### config.mk
export PLATFORM = sky130hd
export DESIGN_NAME = imm_instr_encoder
export DESIGN_NICKNAME = d
export VERILOG_FILES = /design/src/rtl/imm_enc_pkg.sv /design/src/rtl/imm_range_chk.sv /design/src/rtl/imm_instr_encoder.sv
export SDC_FILE = /design/constraint.sdc
export NUM_CORES = 1
export LEC_CHECK = 0
export BUFFER_PORTS_ARGS = -buffer_cell sky130_fd_sc_hd__buf_2
export CAP_MARGIN = 20
export CELL_PAD_IN_SITES_DETAIL_PLACEMENT = 0
export CELL_PAD_IN_SITES_GLOBAL_PLACEMENT = 2
export CORE_MARGIN = 1.5
export CORE_UTILIZATION = 27
export CTS_CLUSTER_SIZE = 40
export DETAILED_ROUTE_END_ITERATION = 10
export HOLD_SLACK_MARGIN = 0.06
export PLACE_DENSITY_LB_ADDON = 0.1
export REMOVE_ABC_BUFFERS = 1
export SLEW_MARGIN = 25
export SYNTH_ARGS = -nofsm -noshare
export SYNTH_HDL_FRONTEND = slang
export SYNTH_SLANG_ARGS = --single-unit
export TNS_END_PERCENT = 30
### constraint.sdc
create_clock -name clk -period 2.2 [get_ports clk]
set_clock_uncertainty 0.1 [all_clocks]
set_input_delay 0.11 -clock clk [delete_from_list [all_inputs] [get_ports clk]]
set_output_delay 0.11 -clock clk [all_outputs]
set_load 0.02 [all_outputs]
### src/rtl/imm_enc_pkg.sv
// Shared definitions for the RV32I instruction encoder: field widths,
// format codes, base opcodes, the request payload and one pack function
// per instruction format.
package imm_enc_pkg;

  localparam int unsigned XLEN  = 32;
  localparam int unsigned FMT_W = 3;
  localparam int unsigned OPC_W = 7;
  localparam int unsigned REG_W = 5;
  localparam int unsigned F3_W  = 3;
  localparam int unsigned F7_W  = 7;

  // Format selector codes; 6 and 7 are reserved and encode as R
  localparam logic [FMT_W-1:0] FMT_R = FMT_W'(0);
  localparam logic [FMT_W-1:0] FMT_I = FMT_W'(1);
  localparam logic [FMT_W-1:0] FMT_S = FMT_W'(2);
  localparam logic [FMT_W-1:0] FMT_B = FMT_W'(3);
  localparam logic [FMT_W-1:0] FMT_U = FMT_W'(4);
  localparam logic [FMT_W-1:0] FMT_J = FMT_W'(5);

  // Base opcodes recognised by the core's immediate generator
  localparam logic [OPC_W-1:0] OPC_OP     = 7'b0110011;
  localparam logic [OPC_W-1:0] OPC_OP_IMM = 7'b0010011;
  localparam logic [OPC_W-1:0] OPC_LOAD   = 7'b0000011;
  localparam logic [OPC_W-1:0] OPC_JALR   = 7'b1100111;
  localparam logic [OPC_W-1:0] OPC_STORE  = 7'b0100011;
  localparam logic [OPC_W-1:0] OPC_BRANCH = 7'b1100011;
  localparam logic [OPC_W-1:0] OPC_LUI    = 7'b0110111;
  localparam logic [OPC_W-1:0] OPC_AUIPC  = 7'b0010111;
  localparam logic [OPC_W-1:0] OPC_JAL    = 7'b1101111;

  // Raw request fields as captured by the first pipeline stage
  typedef struct packed {
    logic [FMT_W-1:0] fmt;
    logic [OPC_W-1:0] opcode;
    logic [REG_W-1:0] rd;
    logic [REG_W-1:0] rs1;
    logic [REG_W-1:0] rs2;
    logic [F3_W-1:0]  funct3;
    logic [F7_W-1:0]  funct7;
    logic [XLEN-1:0]  imm;
  } enc_req_t;

  function automatic logic [XLEN-1:0] pack_r(enc_req_t r);
    return {r.funct7, r.rs2, r.rs1, r.funct3, r.rd, r.opcode};
  endfunction

  function automatic logic [XLEN-1:0] pack_i(enc_req_t r);
    return {r.imm[11:0], r.rs1, r.funct3, r.rd, r.opcode};
  endfunction

  function automatic logic [XLEN-1:0] pack_s(enc_req_t r);
    return {r.imm[11:5], r.rs2, r.rs1, r.funct3, r.imm[4:0], r.opcode};
  endfunction

  function automatic logic [XLEN-1:0] pack_b(enc_req_t r);
    return {r.imm[12], r.imm[10:5], r.rs2, r.rs1, r.funct3,
            r.imm[4:1], r.imm[11], r.opcode};
  endfunction

  function automatic logic [XLEN-1:0] pack_u(enc_req_t r);
    return {r.imm[31:12], r.rd, r.opcode};
  endfunction

  function automatic logic [XLEN-1:0] pack_j(enc_req_t r);
    return {r.imm[20], r.imm[10:1], r.imm[11], r.imm[19:12], r.rd, r.opcode};
  endfunction

endpackage

### src/rtl/imm_range_chk.sv
// Combinational immediate range checker: flags immediates that the chosen
// format cannot represent exactly, and reserved format codes.
//   fmt_i  format code
//   imm_i  32-bit two's complement immediate
//   err_c  range violation (combinational)
module imm_range_chk
  import imm_enc_pkg::*;
(
  input  logic [FMT_W-1:0] fmt_i,
  input  logic [XLEN-1:0]  imm_i,
  output logic             err_c
);

  logic sext12_ok;
  logic sext13_ok;
  logic sext21_ok;

  // A value is the sign extension of its low N bits when bits [31:N-1] agree
  assign sext12_ok = (&imm_i[31:11]) | ~(|imm_i[31:11]);
  assign sext13_ok = (&imm_i[31:12]) | ~(|imm_i[31:12]);
  assign sext21_ok = (&imm_i[31:20]) | ~(|imm_i[31:20]);

  always_comb begin
    err_c = 1'b1;
    case (fmt_i)
      FMT_R:        err_c = 1'b0;
      FMT_I, FMT_S: err_c = ~sext12_ok;
      FMT_B:        err_c = ~sext13_ok | imm_i[0];
      FMT_J:        err_c = ~sext21_ok | imm_i[0];
      FMT_U:        err_c = |imm_i[11:0];
      default:      err_c = 1'b1;
    endcase
  end

endmodule

### src/rtl/imm_instr_encoder.sv
// RV32I instruction encoder for the program loader. Packs opcode, register,
// funct and immediate fields into a 32-bit word through a two-stage
// valid/ready pipeline, tagging each word with a sequential byte address.
//   clk, rst_n          clock, synchronous active-low reset
//   in_valid/in_ready   request handshake (in_ready is combinational)
//   in_fmt .. in_imm    raw instruction fields
//   out_valid/out_ready output handshake
//   out_instr/out_addr  encoded word and its byte address
//   out_err             immediate range violation flag
//   out_count           completed output handshakes (wraps)
// Optional: define IMM_RANGE_CHECK_EN to enable the immediate range check;
// otherwise out_err is always 0.
module imm_instr_encoder
  import imm_enc_pkg::*;
#(
  parameter logic [31:0] BASE_ADDR = 32'h0000_0000,
  parameter int unsigned CNT_W     = 16
) (
  input  logic             clk,
  input  logic             rst_n,
  input  logic             in_valid,
  output logic             in_ready,
  input  logic [FMT_W-1:0] in_fmt,
  input  logic [OPC_W-1:0] in_opcode,
  input  logic [REG_W-1:0] in_rd,
  input  logic [REG_W-1:0] in_rs1,
  input  logic [REG_W-1:0] in_rs2,
  input  logic [F3_W-1:0]  in_funct3,
  input  logic [F7_W-1:0]  in_funct7,
  input  logic [XLEN-1:0]  in_imm,
  output logic             out_valid,
  input  logic             out_ready,
  output logic [XLEN-1:0]  out_instr,
  output logic [XLEN-1:0]  out_addr,
  output logic             out_err,
  output logic [CNT_W-1:0] out_count
);

  enc_req_t         in_req_c;
  enc_req_t         s1_q;
  logic             s1_valid_q;
  logic             s2_valid_q;
  logic [XLEN-1:0]  instr_d;
  logic [XLEN-1:0]  instr_q;
  logic             err_d;
  logic             err_q;
  logic [XLEN-1:0]  addr_q;
  logic [CNT_W-1:0] count_q;
  logic             s1_adv_c;
  logic             s2_adv_c;
  logic             out_hs_c;

  // Flow control: a stage may load when empty or when its consumer drains
  assign s2_adv_c = ~s2_valid_q | out_ready;
  assign s1_adv_c = ~s1_valid_q | s2_adv_c;
  assign in_ready = s1_adv_c;
  assign out_hs_c = s2_valid_q & out_ready;

  always_comb begin
    in_req_c        = '0;
    in_req_c.fmt    = in_fmt;
    in_req_c.opcode = in_opcode;
    in_req_c.rd     = in_rd;
    in_req_c.rs1    = in_rs1;
    in_req_c.rs2    = in_rs2;
    in_req_c.funct3 = in_funct3;
    in_req_c.funct7 = in_funct7;
    in_req_c.imm    = in_imm;
  end

  // Format-directed packing of the stage-1 fields
  always_comb begin
    instr_d = pack_r(s1_q);
    case (s1_q.fmt)
      FMT_I:   instr_d = pack_i(s1_q);
      FMT_S:   instr_d = pack_s(s1_q);
      FMT_B:   instr_d = pack_b(s1_q);
      FMT_U:   instr_d = pack_u(s1_q);
      FMT_J:   instr_d = pack_j(s1_q);
      default: instr_d = pack_r(s1_q);
    endcase
  end

`ifdef IMM_RANGE_CHECK_EN
  imm_range_chk u_range_chk (
    .fmt_i (s1_q.fmt),
    .imm_i (s1_q.imm),
    .err_c (err_d)
  );
`else
  assign err_d = 1'b0;
`endif

  // Pipeline registers, output address and handshake counter
  always_ff @(posedge clk) begin
    if (!rst_n) begin
      s1_valid_q <= 1'b0;
      s1_q       <= '0;
      s2_valid_q <= 1'b0;
      instr_q    <= '0;
      err_q      <= 1'b0;
      addr_q     <= BASE_ADDR;
      count_q    <= '0;
    end else begin
      if (s1_adv_c) begin
        s1_valid_q <= in_valid;
        if (in_valid) begin
          s1_q <= in_req_c;
        end
      end
      if (s2_adv_c) begin
        s2_valid_q <= s1_valid_q;
        if (s1_valid_q) begin
          instr_q <= instr_d;
          err_q   <= err_d;
        end
      end
      if (out_hs_c) begin
        addr_q  <= addr_q + 32'd4;
        count_q <= count_q + CNT_W'(1);
      end
    end
  end

  assign out_valid = s2_valid_q;
  assign out_instr = instr_q;
  assign out_err   = err_q;
  assign out_addr  = addr_q;
  assign out_count = count_q;

endmodule
## Yosys cells after proc, flatten, opt, wreduce, memory -nomap -nowiden

Index checks and enable logic that the tools add are counted.
W data, S select, Z words.

| word-level totals | value |
|---|---|
| memory bits (read-only) | 0 |
| memories | 0 |
| latch bits | 0 |
| register bits after elaboration | 149 |
| memory bits (writable) | 0 |

| operators by class | value |
|---|---|
| bitwise logic cells | 5 |
| divide/modulo/power cells | 0 |
| multiplexer cells | 1 |
| shifts and indexed selects | 0 |
| reduce and logical (&&, ||, !) cells | 2 |
| equality and inequality tests | 5 |
| multiply operators | 0 |
| add/sub/neg operators | 2 |
| magnitude comparators | 0 |

Operators with widths:

| cell | count |
|---|---|
| $pmux W32 S5 | 1 |
| $add A32 B3 Y32 const B | 1 |
| $add A16 B1 Y16 const B | 1 |
| $eq A3 B2 Y1 const B | 2 |
| $eq A3 B3 Y1 const B | 2 |
| $reduce_and A2 Y1 | 2 |
| $eq A3 B1 Y1 const B | 1 |
| $not A1 Y1 | 2 |
| $or A1 B1 Y1 | 2 |
| $and A1 B1 Y1 | 1 |

## Longest topological paths before layout

Gate-level depths: netlist (run 1).

| depth | value |
|---|---|
| word-level depth | 4 |
| mapped depth | 7 |

## Worst setup path after synthesis (run 1)

No wires, ideal clock.

| timing | value |
|---|---|
| kind | register to register |
| start | register addr_q[2], in the netlist out_addr[2] |
| end | register addr_q[30], in the netlist out_addr[30] |
| arrival | 2.072 ns |
| stages on the path, launching flop included | 7 |
| period minus slack after synthesis | 2.243 ns |
| slack | -0.043 ns |
| cell sequence | dfxtp_1 > ha_1 > nand3_1 > or4_1 > buf_2 > or4_1 > a21oi_1 |

| on the way | value |
|---|---|
| word-level cells in the longest chain between the ends | 1 |

Ends and longest elaborated chain:

| element | line | text |
|---|---|---|
| start, declared | imm_instr_encoder.sv:47 | `logic [XLEN-1:0] addr_q;` |
| start signal, assigned | imm_instr_encoder.sv:119 | `addr_q <= addr_q + 32'd4;` |
| $add A32 B3 Y32 | imm_instr_encoder.sv:119 |  |

Every way passes these cells.
A chain may end at the register's enable or synchronous reset.

## Worst setup path after layout (run 1)

| timing | value |
|---|---|
| start | register addr_q[2], in the netlist out_addr[2] |
| end | register addr_q[28], in the netlist out_addr[28] |

Same word-level chain as after synthesis.

==> impl_results.md, run 1 <==
- Unrepaired setup endpoints after global routing: no
- Pleak: 3.446 nW
- YS warnings: 0
- Total gr overflow: 0
- Seq cells post-synth: 147
- Finish-stage setup viols: 0
- Commonest non-fill, non-tap cell in the layout: nand2_1
- Final wirelength: 18.17 mm
- GP Congestion: 0.7821
- Initial antenna violation count: 0
- Worst VDD drop: 0.4139 mV
- Final antenna-violating net count: 0
- Vias in the first global route: 5,680
- Die width: 152.5 um
- Port bufs: 150
- Initial Util: 27.58%
- Top_reg_cell synth: dfxtp_1
- Critical path's top delay family: simple AND/OR/NAND/NOR gates
- GRT Total Usage: 15.69%
- Worst EP required: 2.44 ns
- H-tree depth: 4
- Initial DRC count: 219
- Worst-skew pair later-pin latency: 0.41 ns
- Routed len/inst: 14.56 um
- Clk pin slew, worst setup/hold paths: 0.06 ns
- CP startpoint kind: flip-flop
- Most frequent cells in the layout: nand2_1, buf_2, dfxtp_1
- Max-cap violations: 0
- Worst r2r src: out_addr[2]
- Share of cells above drive strength 1: 23.76%
- Die Area: 0.02327 sq mm
- First-pass GRT wire length: 29.46 mm
- Initial DRT Pass Iterations: 6
- Sequential area share after synthesis: 48.75%
- Vias: 5,918
- Status: complete, no violations
- Synth Instances: 739
- Slew Viols, Final: 0
- Fin nets: 1,028
- Hold Path End: s1_valid_q
- Top post-synthesis cells by area: dfxtp_1, nand2_1, a21oi_1, clkbuf_1, mux2i_1
- DPL Wire Length: 12.06 mm
- Ports: 154
- Sinks on the clock net: 147
- Hold_ws: 0.1258 ns
- Worst R2R End: out_addr[28]
- Crit-path max FO: 15
- Filler cells: 2,279
- CTS buffer count: 17
- Power Dens Cells: 770.6 mW/mm^2
- Worst path arrival time: 2.35 ns
- Slowest stage cell, crit path: or4_4
- Worst Max-Slew Pin Slew: 0.5712 ns
- Syn avg cell area: 8.169 sq um
- Sum Neg Setup Slack: 0 ns
- Largest net degree at the start of global routing: 69
- Die height: 152.5 um
- Cell area after synthesis: 0.006037 sq mm
- Hold Vio Cnt, Final: 0
- Clk root buf: clkbuf_16
- Fin crit share: 96.22%
- Area growth, synth to finish: 42.07%
- Crit-path max cell delay: 0.53 ns
- CP Buf/Inv Count: 1
- Max Clk Rate: 0.4724 GHz
- Synth cell types: 45
- Vias per std cell: 4.742
- Yosys top cell area share: 48.75%
- FP Rows: 54
- Post-route minimum period: 2.117 ns
- Yosys top cell by area: dfxtp_1
- Setup CP Type: reg -> reg
- Post-synth EDFFs: 0
- Slew HR: 61.84%
- Clk buf depth: 2
- Hold_sp: out_ready
- Critical Path, Cell by Cell: ha_1, nand3_1, or4_4, buf_6, or4_1, a21oi_1
- Worst hold stages: 3
- Reg2Reg Setup Slack: 0.08 ns
- Async S/R FF share, synth: 0%
- Diodes inserted: 0
- DR DRC count: 0
- Core ar.: 0.02189 sq mm
- Reg2reg path depth: 6
- Hold WC Path Type: in -> reg
- CTS tree: built
- CP Capture Type: flip-flop
repair_timing:
item                                    4_1_cts  5_1_grt
pin swaps                                     0        2
resized for setup                             1        4
endpoints found under the setup margin        1        7
buffers inserted                              0        1
endpoints found under the hold margin        83        0
hold buffers                                 69        0
final cells by class:
cell class	instances	area (sq um)	area share, %
inverters	15	58.81	0.6856
clock inverters	11	175.2	2.042
clock buffers	21	460.4	5.368
flip-flops and latches	147	2945	34.34
repair buffers	250	1740	20.29
multi-input cells	524	2846	33.19
well taps	280	350.3	4.085
Yosys cell counts, types with 2 or more instances:
cell and instances:
a21oi_1 116, buf_4 3, nor3_1 4, nand4_1 8, o221ai_1 5, nor4_1 2, xnor2_1 8, or2_2 6
ha_1 2, a22oi_1 7, nand2_1 177, nand3b_1 2, mux2i_1 16, dfxtp_1 147, or3_1 11, and4_1 4
nand3_1 13, buf_2 2, a221oi_1 5, a2bb2oi_1 4, and3_1 2, xor2_1 11, or4_1 19, o31ai_1 16
nand2b_1 3, o21ai_0 16, inv_1 15, buf_1 6, a211oi_1 12, nor2b_1 5, clkbuf_1 43, nor2_1 36
metrics by stage:
| step | area, sq um | total power [mW] | util, % | cells | setup WS, ns |
|---|---|---|---|---|---|
| 2_1_floorplan | 5817 | 3.185 | - | 686 | -1.278 |
| 3_3_place_gp | 7229 | 3.435 | 33.02 | 1146 | 0.06888 |
| 3_5_place_dp | 7229 | 3.445 | 33.02 | 1146 | 0.01873 |
| 4_1_cts | 8559 | 6.718 | 39.10 | 1247 | 0.01241 |
| 5_1_grt | 8577 | 6.910 | 39.18 | 1248 | 0.007142 |
| 6_report | 8577 | 6.609 | 39.18 | 1248 | 0.08326 |
state kept, by name, indices dropped and copies added, names as in the netlist:
name,count
out_instr,32
s1_valid_q,1
out_addr,30
s1_q,67
out_count,16
out_valid,1
worst register-to-register path: stages, from the launching register on:
cell and delay [ns]:
dfxtp_1 0.33, ha_1 0.17, nand3_1 0.10, or4_4 0.53, buf_6 0.17, or4_1 0.51, a21oi_1 0.14
power breakdown:
part	leakage, nW	switching [mW]	internal (mW)
clock	0.304	1.17	1.97
sequential	1.20	0.0688	2.77
combinational	1.94	0.344	0.290
total	3.45	1.58	5.03
worst max-delay path by stage:
stage | to | startpoint | cells after the start
finish | out_addr[28] | out_addr[2] | 6
CTS | out_addr[28] | out_addr[3] | 6
floorplan | s1_q[0] | out_valid | 4
global placement | out_addr[15] | out_addr[7] | 5
detailed placement | out_addr[15] | out_addr[7] | 5
global route | out_addr[28] | out_addr[2] | 6
per-layer routing:
metal  vias to the layer above  track usage [%]  routed length (um)  part of all wire [%]
met5                         -                0                   0                     0
met4                         0            4.762                 180                  0.99
met3                        11            4.010                 750                   4.1
met2                       125            25.58                8595                    47
met1                      2790            20.40                8647                    48
li1                       2992                -                   -                     -
cells by family after synthesis:
family	share of synthesized area (%)
adder cells (fa/ha/maj)	0.4144
AND/OR/NAND/NOR	22.47
other	0.06212
XOR/XNOR	2.756
multiplexers	2.839
flip-flops	48.75
AO/OA/AOI/OAI	18.01
buffers and inverters	4.704
No activity file was read; power rests on OpenSTA's default activity.
==> run 2: changes to the inputs <==
- ABC_AREA: default -> 1
- CORE_UTILIZATION: 27 -> 26
==> run 2 against run 1 <==
Wire length up 7.0%; critical path depth increased by 3; sequential share of layout area fell by 0.56 points; area after synthesis increased by 2.9%; largest cell class unchanged.
==> impl_results.md, run 2 <==
- Top cells by count, synth: nor2_1, dfxtp_1, nand2_1 (was nand2_1, dfxtp_1, a21oi_1)
- Design area: 0.008711 sq mm (was 0.008577 sq mm)
- Max reg flops: 67 (unchanged)
- Share of cells above drive strength 1: 20.35% (was 23.76%)
- CP startpoint: out_ready (was out_addr[2])
- Logic pwr share: 10.5% (was 9.6%)
- Die width: 157.6 um (was 152.5 um)
- First-pass GRT wire length: 31.14 mm (was 29.46 mm)
- Initial Util: 26.47% (was 27.58%)
- Largest net degree at the start of global routing: 76 (was 69)
- Worst r2r src: out_valid (was out_addr[2])
- Worst path arrival time: 2.24 ns (was 2.35 ns)
- Total power draw: 6.679 mW (was 6.609 mW)
- Initial DRT Pass Iterations: 4 (was 6)
- Finish-stage setup viols: 0 (unchanged)
- Int Power: 4.936 mW (was 5.028 mW)
- Slew HR: 55.88% (was 61.84%)
- Max-cap violations: 0 (unchanged)
- H-tree depth: 4 (unchanged)
- Worst-skew pair later-pin latency: 0.42 ns (was 0.41 ns)
- CP dominant cell by count: dlygate4sd3_1
- Port bufs: 150 (unchanged)
- Reg area: 0.002943 sq mm (was 0.002945 sq mm)
- Final antenna-violating net count: 0 (unchanged)
- Hold_ws: 0.2010 ns (was 0.1258 ns)
- Initial DRC count: 300 (was 219)
- Worst EP required: 2.45 ns (was 2.44 ns)
- Yosys top cell by area: dfxtp_1 (unchanged)
- Sinks on the clock net: 147 (unchanged)
- Pleak: 3.711 nW (was 3.446 nW)
- Routed len/inst: 13.79 um (was 14.56 um)
- Filler cells: 2,539 (was 2,279)
- Post-synth EDFFs: 0 (unchanged)
- Area of the multi-input gates: 0.002839 sq mm (was 0.002846 sq mm)
- Placed cell areas: 0.007279 sq mm (was 0.007229 sq mm)
- Crit-path max cell delay: 0.59 ns (was 0.53 ns)
- Clk buf depth: 2 (unchanged)
- Fin nets: 1,152 (was 1,028)
- Critical Path, Cell by Cell: dlygate4sd3_1, buf_2, inv_1, nand3_1, nand2_2, buf_8, o21ai_0, dlygate4sd3_1, nor2_1 (was ha_1, nand3_1, or4_4, buf_6, or4_1, a21oi_1)
- Initial antenna violation count: 0 (unchanged)
- Worst VDD drop: 0.3614 mV (was 0.4139 mV)
- Ports: 154 (unchanged)
- Total gr overflow: 0 (unchanged)
- FP Rows: 56 (was 54)
- GRT Total Usage: 16.10% (was 15.69%)
- Cell area after synthesis: 0.006212 sq mm (was 0.006037 sq mm)
- CTS buffer count: 17 (unchanged)
- Sequential area share after synthesis: 47.37% (was 48.75%)
- Sum Neg Setup Slack: 0 ns (unchanged)
- Power Dens Cells: 766.7 mW/mm^2 (was 770.6 mW/mm^2)
- Most frequent cells in the layout: nor2_1, buf_2, dfxtp_1 (was nand2_1, buf_2, dfxtp_1)
- DR DRC count: 0 (unchanged)
- CP Capture Type: flip-flop (unchanged)
- Status: complete, no violations (unchanged)
- Hold Vio Cnt, Final: 0 (unchanged)
- Vias in the first global route: 5,974 (was 5,680)
- Layout Utilization: 37.11% (was 39.18%)
- Clk pin slew, worst setup/hold paths: 0.06 ns (about the same)
- Async S/R FF share, synth: 0% (unchanged)
- Core ar.: 0.02347 sq mm (was 0.02189 sq mm)
- Sw Ratio: 26.09% (was 23.93%)
- GP Congestion: 0.7184 (was 0.7821)
- Die height: 157.6 um (was 152.5 um)
- Seq cells post-synth: 147 (unchanged)
- Slew Viols, Final: 0 (unchanged)
- Net Switching: 1.743 mW (was 1.581 mW)
- Area growth, synth to finish: 40.22% (was 42.07%)
- Setup CP Type: in -> reg (was reg -> reg)
- CP startpoint kind: primary input (was flip-flop)
- Hold WC Path Type: in -> reg (unchanged)
- Top post-synthesis cells by area: dfxtp_1, nor2_1, o21ai_0, nand2_1, a21oi_1 (was dfxtp_1, nand2_1, a21oi_1, clkbuf_1, mux2i_1)
- Synth cell types: 33 (was 45)
- Crit-path max FO: 56 (was 15)
- Fin crit share: 90.61% (was 96.22%)
- CTS tree: built (unchanged)
- Slowest stage cell, crit path: dlygate4sd3_1 (was or4_4)
- Synth Instances: 860 (was 739)
- Clk root buf: clkbuf_16 (unchanged)
- Worst Max-Slew Pin Slew: 0.6611 ns (was 0.5712 ns)
- Post-CTS Setup Bufs: 0 (unchanged)
- YS warnings: 0 (unchanged)
- Clk pwr share: 46.5% (was 47.5%)
- Final wirelength: 19.44 mm (was 18.17 mm)
- Post-route minimum period: 1.993 ns (was 2.117 ns)
- Most numerous cell in the Yosys netlist: nor2_1 (was nand2_1)
- DPL Wire Length: 12.97 mm (was 12.06 mm)
- Unrepaired setup endpoints after global routing: no (unchanged)
- Diodes inserted: 0 (unchanged)
- Top_reg_cell synth: dfxtp_1 (unchanged)
- Yosys top cell area share: 47.37% (was 48.75%)
- Max Clk Rate: 0.5017 GHz (was 0.4724 GHz)
- Vias per std cell: 4.338 (was 4.742)
- Die Area: 0.02483 sq mm (was 0.02327 sq mm)
- Largest register by flop count: s1_q (unchanged)
- Hold_sp: in_valid (was out_ready)
- Commonest non-fill, non-tap cell in the layout: nor2_1 (was nand2_1)
- Sequential Power Share: 43.1% (was 42.9%)
- Vias: 6,117 (was 5,918)
- Syn avg cell area: 7.223 sq um (was 8.169 sq um)
-- run 2: cell types whose count changed after synthesis, sizes merged, moves of 15 or more --
| cell | delta |
|---|---|
| nand3 | +15 |
| a21oi | -48 |
| inv | +47 |
| clkbuf | -21 |
| o31ai | -16 |
| o21ai | +106 |
| or4 | -20 |
| nand2 | -50 |
| mux2i | -16 |
| nor2 | +168 |
-- run 2: final timing paths --
kind                                   end  slack (ns)  cells after the start
worst max-delay path               s1_q[9]        0.21                      9
worst max register to register     s1_q[9]        0.22                      6
worst min register to register    s1_q[24]        0.35                      2
worst min-delay path            s1_valid_q        0.20                      4
-- run 2: cells by family (layout without fill, tap and decap cells) --
family / after synthesis / in the layout / share of synthesized area (%)
other: 1 / 3 / 0.06037
AND/OR/NAND/NOR: 388 / 388 / 26.63
AO/OA/AOI/OAI: 212 / 212 / 17.78
XOR/XNOR: 5 / 5 / 0.7049
adder cells (fa/ha/maj): 2 / 2 / 0.4028
flip-flops: 147 / 147 / 47.37
buffers and inverters: 105 / 334 / 7.050
-- run 2: timing repair --
action,CTS,global route
hold buffers,81,0
hold endpoints to repair,86,0
resized for setup,0,3
endpoints found under the setup margin,0,12
-- run 2: cell type report --
type / instances / area share, %
well taps: 319 / 4.582
repair buffers: 241 / 19.33
inverters: 62 / 2.672
clock buffers: 18 / 5.042
flip-flops and latches: 147 / 33.78
clock inverters: 13 / 1.997
multi-input cells: 610 / 32.59
-- run 2: power by group through the flow --
stage	Combinational [mW]	Clock, mW	Sequential [mW]
final	0.698	3.10	2.88
after global routing	0.787	3.31	2.89
after CTS	0.709	3.19	2.88
after detailed placement	0.593	0	2.94
after global placement	0.593	0	2.94
after floorplan	0.269	0	2.98
-- run 2: worst max-delay path, delay by kind of cell --
family / cells / cell delay (ns)
AO/OA/AOI/OAI: 1 / 0.14
buffers and inverters: 5 / 1.63
AND/OR/NAND/NOR: 3 / 0.34
-- run 2: per-layer routing --
layer / GRT usage (%) / part of all wire, % / vias up
met5: 0 / 0 / -
met4: 4.223 / 1.0 / 0
met3: 3.531 / 3.8 / 15
met2: 25.99 / 46 / 106
met1: 21.67 / 50 / 2739
li1: - / - / 3257
-- run 2: metrics by stage --
stage,worst slack (ns),cells
floorplan,-0.1473,819
global placement,0.5148,1298
detailed placement,0.4628,1298
CTS,0.03472,1410
global route,0.003554,1410
finish,0.2067,1410
==> run 3: changes to the inputs <==
- clock period: 2.2 -> 1.6 ns (I/O delays scaled with it)
==> run 3 against run 2 <==
Sequential cell count unchanged; power increased by 34%; sequential power grew 37%.
==> impl_results.md, run 3 (synthesized netlist as in run 2, its figures left out) <==
- H-tree depth: 4 (unchanged)
- Largest register by flop count: s1_q (unchanged)
- Largest net degree at the start of global routing: 85 (was 76)
- Slew HR: 54.56% (was 55.88%)
- Most frequent cells in the layout: nor2_1, buf_2, dfxtp_1 (unchanged)
- Sinks on the clock net: 147 (unchanged)
- Area growth, synth to finish: 44.53% (was 40.22%)
- GP Congestion: 0.7371 (was 0.7184)
- Critical path's top delay family: simple AND/OR/NAND/NOR gates (was buffers and inverters)
- Worst VDD drop: 0.4580 mV (was 0.3614 mV)
- Die height: 157.6 um (unchanged)
- Commonest non-fill, non-tap cell in the layout: nor2_1 (unchanged)
- Vias in the first global route: 6,088 (was 5,974)
- Crit-path max FO: 8 (was 56)
- DPL Wire Length: 13.42 mm (was 12.97 mm)
- Net Switching: 2.348 mW (was 1.743 mW)
- Max Clk Rate: 0.6509 GHz
- Die width: 157.6 um (unchanged)
- Total gr overflow: 0 (unchanged)
- Sum Neg Setup Slack: 0 ns (unchanged)
- Final wirelength: 19.45 mm (was 19.44 mm)
- Worst path arrival time: 1.75 ns (was 2.24 ns)
- Fin nets: 1,180 (was 1,152)
- Setup CP Type: reg -> reg (was in -> reg)
- Worst EP required: 1.81 ns (was 2.45 ns)
- CP startpoint kind: flip-flop (was primary input)
- Clk root buf: clkbuf_16 (unchanged)
- DR DRC count: 0 (unchanged)
- Worst-skew pair later-pin latency: 0.42 ns (about the same)
- Pleak: 3.889 nW (was 3.711 nW)
- CTS tree: built (unchanged)
- Design area: 0.008979 sq mm (was 0.008711 sq mm)
- Ports: 154 (unchanged)
- CP dominant cell by count: nand2_1 (was dlygate4sd3_1)
- Finish-stage setup viols: 0 (unchanged)
- Sequential Power Share: 44.1% (was 43.1%)
- Int Power: 6.597 mW (was 4.936 mW)
- Unrepaired setup endpoints after global routing: yes (was no)
- Sw Ratio: 26.25% (was 26.09%)
- Worst Max-Slew Pin Slew: 0.6808 ns (was 0.6611 ns)
- Power Dens Cells: 996.2 mW/mm^2 (was 766.7 mW/mm^2)
- Clk pwr share: 44.9% (was 46.5%)
- CP Capture Type: flip-flop (unchanged)
- Placed cell areas: 0.007597 sq mm (was 0.007279 sq mm)
- Initial Util: 26.47% (unchanged)
- Hold WC Path Type: in -> reg (unchanged)
- Core ar.: 0.02347 sq mm (unchanged)
- Max reg flops: 67 (unchanged)
- Max-cap violations: 0 (unchanged)
- Logic pwr share: 11.0% (was 10.5%)
- Port bufs: 150 (unchanged)
- Clk pin slew, worst setup/hold paths: 0.06 ns (about the same)
- Diodes inserted: 0 (unchanged)
- Clk buf depth: 2 (unchanged)
- GRT Total Usage: 16.22% (was 16.10%)
- Post-route minimum period: 1.536 ns
- Vias per std cell: 4.374 (was 4.338)
- FP Rows: 56 (unchanged)
- Status: complete, no violations (unchanged)
- Vias: 6,294 (was 6,117)
- Fin crit share: 96.03%
- First-pass GRT wire length: 31.46 mm (was 31.14 mm)
- Crit-path max cell delay: 0.35 ns (was 0.59 ns)
- Share of cells above drive strength 1: 25.45% (was 20.35%)
- Critical Path, Cell by Cell: ha_4, nand3_4, nor2_4, nand2_4, nor2_8, inv_2, nor2_2, nand2_1, nand2_1, nor2_1 (was dlygate4sd3_1, buf_2, inv_1, nand3_1, nand2_2, buf_8, o21ai_0, dlygate4sd3_1, nor2_1)
- Routed len/inst: 13.52 um (was 13.79 um)
- Die Area: 0.02483 sq mm (unchanged)
- Total power draw: 8.945 mW (was 6.679 mW)
- CTS buffer count: 17 (unchanged)
- Initial DRT Pass Iterations: 4 (unchanged)
- Slew Viols, Final: 0 (unchanged)
- Initial DRC count: 294 (was 300)
- Hold Vio Cnt, Final: 0 (unchanged)
- Final antenna-violating net count: 0 (unchanged)
- Initial antenna violation count: 0 (unchanged)
- CP Buf/Inv Count: 1 (was 5)
- Slowest stage cell, crit path: dfxtp_2 (was dlygate4sd3_1)
- Filler cells: 2,595 (was 2,539)
==> run 3: cell count changes in the layout (fill, tap and decap cells not counted), moves of 3 or more <==
cell	change
dfxtp_2	+7
nor2_4	+3
dfxtp_1	-7
dlygate4sd3_1	-13
nor2_2	+3
nor2_1	-6
buf_4	+40
nand3_1	-3
==> run 3: power groups by stage <==
stage	clock, mW	combinational (mW)	sequential [mW]
floorplan	0	0.369	4.09
global placement	0	0.876	4.02
detailed placement	0	0.875	4.02
CTS	4.16	1.01	3.94
global route	4.30	1.12	3.97
finish	4.01	0.988	3.94
==> run 3: layout make-up <==
type | count | area, sq um | share of cell area, %
Sequential cell | 147 | 2952 | 32.87
Multi-Input combinational cell | 610 | 2937 | 32.71
Clock inverter | 14 | 150.1 | 1.672
Clock buffer | 18 | 429.2 | 4.780
Timing Repair Buffer | 269 | 1879 | 20.93
Inverter | 62 | 232.7 | 2.592
Tap cell | 319 | 399.1 | 4.445
==> run 3: worst min-delay path: stages <==
cell and delay, ns:
buf_4 0.14, buf_4 0.20, o21ai_0 0.09, nor2_1 0.04
==> run 3: timing repair <==
action	CTS	global route
hold buffers	68	0
setup endpoints to repair	0	22
hold endpoints to repair	69	0
setup buffers	0	2
resized for setup	0	29
==> run 3: path summary, 6_finish.rpt <==
check,slack (ns),end,cells after the start,from
max,0.06,out_addr[20],10,out_addr[3]
min,0.08,s1_q[6],4,rst_n
max reg2reg,0.06,out_addr[20],10,out_addr[3]
min reg2reg,0.35,s1_q[27],2,s1_q[27]
==> run 3: layer usage <==
metal,routed length [um],global-route usage (%),vias up
met5,0,0,-
met4,223,4.717,0
met3,747,3.613,13
met2,9034,27.35,108
met1,9444,20.70,2856
li1,-,-,3317
==> run 3: metrics by stage <==
step                      util [%]  worst slack [ns]  hold slack (ns)  cells
after global routing         38.25          -0.03397          0.09603   1439
after global placement       32.37           0.05628           0.2305   1337
after CTS                    37.73           0.02860          0.06807   1437
after detailed placement     32.37           0.03413           0.2357   1337
final                        38.25           0.06358          0.07972   1439
after floorplan                  -           -0.7473           0.1004    819
